`src/rtl/llc_cmd_frontend.sv`:
```
// llc_cmd_frontend: request front end that filters trace commands, buffers them in a FIFO and splits addresses for the LLC
// Ports:
//   clk, rst                          clock, asynchronous active-high reset
//   in_valid/in_ready/in_command/in_address   request handshake from the trace source
//   op_valid/op_ready/op_command/op_tag/op_index/op_offset   registered FIFO head to the cache
//   fill_level                        FIFO occupancy
//   rd_cnt/wr_cnt/snp_cnt/err_cnt     saturating per-class request counters
module llc_cmd_frontend #(
    parameter int ADDR_W   = 32,
    parameter int OFFSET_W = 6,
    parameter int INDEX_W  = 14,
    parameter int DEPTH    = 8,
    parameter int CNT_W    = 16
) (
    input  logic                                 clk,
    input  logic                                 rst,
    input  logic                                 in_valid,
    output logic                                 in_ready,
    input  logic [4:0]                           in_command,
    input  logic [ADDR_W-1:0]                    in_address,
    output logic                                 op_valid,
    input  logic                                 op_ready,
    output logic [3:0]                           op_command,
    output logic [ADDR_W-INDEX_W-OFFSET_W-1:0]   op_tag,
    output logic [INDEX_W-1:0]                   op_index,
    output logic [OFFSET_W-1:0]                  op_offset,
    output logic [$clog2(DEPTH):0]               fill_level,
    output logic [CNT_W-1:0]                     rd_cnt,
    output logic [CNT_W-1:0]                     wr_cnt,
    output logic [CNT_W-1:0]                     snp_cnt,
    output logic [CNT_W-1:0]                     err_cnt
);
    localparam int AW = $clog2(DEPTH);
    localparam int EW = 4 + ADDR_W;

    logic [EW-1:0]     r_mem [DEPTH];
    logic [AW:0]       r_wp, r_rp, w_wp_n, w_rp_n, w_cnt_n;
    logic [3:0]        r_cmd;
    logic [ADDR_W-1:0] r_addr;
    logic              r_op_valid, r_in_ready;
    logic [CNT_W-1:0]  r_rd, r_wr, r_snp, r_err;
    logic              w_legal, w_acc, w_push, w_pop;
    logic              w_rd, w_wr, w_snp, w_err;
    logic [EW-1:0]     w_in_ent, w_head;

    function automatic logic [CNT_W-1:0] sat_inc(input logic [CNT_W-1:0] c, input logic en);
        return (en && c != '1) ? c + 1'b1 : c;
    endfunction

    always_comb begin
        w_legal  = in_command <= 5'd6 || in_command == 5'd8 || in_command == 5'd9;
        w_acc    = in_valid && r_in_ready;
        w_push   = w_acc && w_legal;
        w_pop    = r_op_valid && op_ready;
        w_rd     = w_acc && (in_command == 5'd0 || in_command == 5'd2);
        w_wr     = w_acc && in_command == 5'd1;
        w_snp    = w_acc && in_command >= 5'd3 && in_command <= 5'd6;
        w_err    = w_acc && !w_legal;
        w_wp_n   = r_wp + {{AW{1'b0}}, w_push};
        w_rp_n   = r_rp + {{AW{1'b0}}, w_pop};
        w_cnt_n  = w_wp_n - w_rp_n;
        w_in_ent = {in_command[3:0], in_address};
        // next head is the slot being written this cycle: bypass the array
        w_head   = (w_push && w_rp_n == r_wp) ? w_in_ent : r_mem[w_rp_n[AW-1:0]];
    end

    always_ff @(posedge clk)
        if (w_push) r_mem[r_wp[AW-1:0]] <= w_in_ent;

    always_ff @(posedge clk or posedge rst) begin
        if (rst) begin
            r_wp       <= '0;
            r_rp       <= '0;
            r_cmd      <= '0;
            r_addr     <= '0;
            r_op_valid <= 1'b0;
            r_in_ready <= 1'b0;
            r_rd       <= '0;
            r_wr       <= '0;
            r_snp      <= '0;
            r_err      <= '0;
        end else begin
            r_wp       <= w_wp_n;
            r_rp       <= w_rp_n;
            r_op_valid <= w_cnt_n != '0;
            r_in_ready <= w_cnt_n != (AW+1)'(DEPTH);
            if (w_cnt_n != '0) {r_cmd, r_addr} <= w_head;
            r_rd       <= sat_inc(r_rd, w_rd);
            r_wr       <= sat_inc(r_wr, w_wr);
            r_snp      <= sat_inc(r_snp, w_snp);
            r_err      <= sat_inc(r_err, w_err);
        end
    end

    assign in_ready   = r_in_ready;
    assign op_valid   = r_op_valid;
    assign op_command = r_cmd;
    assign op_tag     = r_addr[ADDR_W-1:INDEX_W+OFFSET_W];
    assign op_index   = r_addr[INDEX_W+OFFSET_W-1:OFFSET_W];
    assign op_offset  = r_addr[OFFSET_W-1:0];
    assign fill_level = r_wp - r_rp;
    assign rd_cnt     = r_rd;
    assign wr_cnt     = r_wr;
    assign snp_cnt    = r_snp;
    assign err_cnt    = r_err;
endmodule

```
`config.mk`:
```
export PLATFORM = sky130hd
export DESIGN_NAME = llc_cmd_frontend
export DESIGN_NICKNAME = d
export VERILOG_FILES = /design/src/rtl/llc_cmd_frontend.sv
export SDC_FILE = /design/constraint.sdc
export NUM_CORES = 1
export LEC_CHECK = 0
export BUFFER_PORTS_ARGS = -buffer_cell sky130_fd_sc_hd__buf_2
export CELL_PAD_IN_SITES_DETAIL_PLACEMENT = 1
export CELL_PAD_IN_SITES_GLOBAL_PLACEMENT = 1
export CORE_UTILIZATION = 45
export CTS_BUF_LIST = sky130_fd_sc_hd__clkbuf_4 sky130_fd_sc_hd__clkbuf_8
export DETAILED_ROUTE_END_ITERATION = 6
export GPL_ROUTABILITY_DRIVEN = 0
export HOLD_SLACK_MARGIN = 0.03
export PLACE_DENSITY = 0.77
export SYNTH_ARGS = -nofsm -noshare
export SYNTH_HDL_FRONTEND = slang
export SYNTH_SLANG_ARGS = --single-unit
```
`constraint.sdc`:
```
create_clock -name clk -period 6.5 [get_ports clk]
set_input_delay 1.3 -clock clk [delete_from_list [all_inputs] [get_ports clk]]
set_output_delay 1.3 -clock clk [all_outputs]
set_load 0.02 [all_outputs]
```
==> impl_metrics.csv <==
group,metric,value,unit
run_status,status,"completed",
hold_path,min_path_type,"reg2reg",
sta,relSlewSlack,34.9,%
layout,final_cell_count_no_fill,1618,
sta,finalSetupViolCount,0,
clock_network,clkTransAtPathRegs,0.05,ns
pwr,ir_worst_vdd,273,uV
critical_path,crit_required,6.95,ns
placed_design,pre_cts_ws,1.65,ns
synthesis,syn_area_per_cell,17.9,um2
clock_network,clock_latency,0.58,ns
layout,final_cell_mix,"edfxtp_1 (288), buf_2 (146), dfrtp_1 (110), clkbuf_8 (74), mux4_2 (72)",
global_route,grt_pass1_wl,56.3,mm
detailed_routing,detail-route-antenna-nets,0,
detailed_routing,wl,36.1,mm
clock_network,cts_tree,"built",
detailed_routing,via_count,8904,
synthesis,synth_xor_area_share,3.97,%
critical_path,crit_fanout,19,
clock_network,cts_resized,0,
sta,fin_crit_sh,64.9,%
clock_network,numClockSinks,398,
flow_run,cap_violations,0,
synthesis,syn_inst,908,
global_route,first_global_vias,9720,
detailed_routing,viasPerCell,5.50,
global_route,antenna_found_initial,1,
critical_path,crit_type,"in2reg",
die,num_io_pins,147,
critical_path,crit_buf_inv,3,
synthesis,synthAdderAreaFrac,1.20,%
synthesis,synth_async_sr_flop_share,27.6,%
layout,design_area,0.0189,mm2
critical_path,endpoint_kind,"register",
placed_design,dp_cells,1499,
critical_path,crit_family,"XOR/XNOR gates",
critical_path,cp.arrival,4.67,ns
detailed_routing,avgRoutedWirePerCell,22.3,um
global_route,grt.total_usage,20.4,%
synthesis,ys_ff_latch,398,
synthesis,synth_compound_area_share,2.23,%
die,dieArea,0.0369,mm2
sta,period_needed,4.22,ns
sta,clock_skew,0.0234,ns
sta,setup_ws,2.28,ns
synthesis,synthSimpleGateAreaFrac,5.12,%
critical_path,path_common_cell,"ha_1",
die,die_w,192,um
die,die_height,192,um
layout,syn2layout_area_growth,16.3,%
die,start_util,45.7,%
sta,maxSlewViolCount,0,
layout,final_common_cell,"edfxtp_1",
layout,nets,1164,
synthesis,synth_top_family_by_area,"multiplexers",
sta,rsz0062_at_grt,"false",
sta,finalSetupTns,0,ns
clock_network,cts_made_buffers,68,
pwr,powerDensity,457,mW/mm2
pwr,total_power,8640,uW
detailed_routing,first_pass_iters,4,
layout,drive_gt1_share,35.1,%
clock_network,root_buffer,"clkbuf_8",
placed_design,placed_cell_area,0.0176,mm2
synthesis,ys.flop_type,"edfxtp_1",
synthesis,yosysSeqAreaShare,70.2,%
clock_network,holdBufCountCts,0,
synthesis,synth_nets,964,
clock_network,cts_buffer_depth,3,
critical_path,start_kind,"input pin",
pwr,leakagePower,0.00723,uW
placed_design,dpl.hpwl,21.6,mm
sta,worst_pin_slew,0.974,ns
synthesis,synth_area,0.0162,mm2
layout,fill_cells,3375,
synthesis,ys_types,49,
clock_network,htree_levels,3,
die,row_count,69,
clock_network,post_cts.repair.setup_buffers,0,
critical_path,crit_chain,"buf_2 -> and2_1 -> ha_4 -> ha_1 -> xor2_4 -> inv_1 -> ha_1 -> xor3_1 -> o2bb2ai_1 -> and3_2 -> buf_4 -> mux2_2",
placed_design,place.port_buffers,146,
die,core_area,0.0356,mm2
synthesis,synth_edf_count,288,
global_route,grt-ovfl-total,0,
synthesis,yosys_warnings,0,
layout,n_antenna_cell,0,
sta,max_freq,0.237,GHz
critical_path,cpPeakStageDelay,0.63,ns
sta,finalHoldViolCount,0,
critical_path,cp_slowest_cell,"xor2_4",
detailed_routing,drc,0,
detailed_routing,drt_iter0_markers,566,
synthesis,muxShareOfSynthArea,15.6,%
global_route,grt_max_degree,73,
-- worst reg2reg max path: cells and delay by family (launching register included) --
kind	cells	cell delay [ns]
mux	1	0.38
fa+ha+maj	3	0.61
simple gates	2	0.65
xor+xnor	2	1.03
compound gates	1	0.12
flops	1	0.38
buf+inv	2	0.52
-- metal layers --
metal	global-route usage [%]	vias to the layer above	part of all wire (%)
met5	0	-	0.028
met2	33.7	266	50
met1	27.0	4672	43
met4	6.09	2	2.1
li1	-	3904	-
met3	4.75	60	5.4
-- sequential cells by signal (all words and copies together) (netlist names) --
name,count
op_command,4
err_cnt,16
in_ready,1
r_addr,32
r_mem,288
r_rp,4
snp_cnt,16
wr_cnt,16
rd_cnt,16
op_valid,1
r_wp,4
-- where the power goes --
part	switching [uW]	internal (uW)
registers	202	3020
logic	1620	1600
clock network	977	1220
-- kinds of logic (layout without fill, tap and decap cells) --
kind of cell,after synthesis,in the layout
AO/OA/AOI/OAI,56,56
XOR/XNOR,71,71
adder cells (fa/ha/maj),15,15
buffers and inverters,51,300
flip-flops,398,398
multiplexers,148,148
AND/OR/NAND/NOR,169,169
-- synth_stat cells (all sizes together) (2+ instances only) --
library cell	number	share of area (%)
nand3	30	0.96
nor2	60	1.4
buf	21	0.95
nand4	13	0.50
mux2	40	3.4
edfxtp	288	53
and2	3	0.12
and3	10	0.39
nand2b	3	0.12
a21o	5	0.23
xnor2	47	2.5
ha	14	1.1
inv	20	0.46
mux4	72	10
a21oi	41	1.3
nand2	30	0.69
clkbuf	10	0.23
mux2i	36	2.2
nor3	5	0.15
and4	7	0.38
dfrtp	110	17
xor2	23	1.3
a211oi	2	0.12
-- path summary, 6_finish.rpt --
| kind | end | slack, ns | depth (start not counted) | from |
|---|---|---|---|---|
| worst max-delay path | r_addr[30]$_DFFE_PP0P_ | 2.28 | 12 | op_ready |
| worst min-delay path | rd_cnt[11]$_DFFE_PP0P_ | 0.49 | 1 | rd_cnt[11]$_DFFE_PP0P_ |
| worst max register to register | r_addr[30]$_DFFE_PP0P_ | 2.68 | 11 | op_valid$_DFF_PP0_ |
| worst min register to register | rd_cnt[11]$_DFFE_PP0P_ | 0.49 | 1 | rd_cnt[11]$_DFFE_PP0P_ |
| max in group asynchronous | err_cnt[8]$_DFFE_PP0P_ | 4.40 | 3 | rst |
| min in group asynchronous | rd_cnt[11]$_DFFE_PP0P_ | 0.96 | 2 | rst |
-- layout make-up --
class / count / area (um2) / area share [%]
inverter: 20 / 77.6 / 0.411
multi-input combinational: 459 / 4670 / 24.7
clock inverter: 14 / 71.3 / 0.377
timing repair buffer: 161 / 843 / 4.46
sequential: 398 / 11400 / 60.3
clock buffer: 105 / 1250 / 6.62
tap: 461 / 577 / 3.05
-- through the flow --
stage          hold WS (ns)  util [%]
4_1_cts               0.493      53.1
3_3_place_gp          0.473      49.4
6_report              0.492      53.1
5_1_grt               0.513      53.1
3_5_place_dp          0.479      49.4
2_1_floorplan         0.525         -
Note: power is estimated with default switching activity, not from simulation.
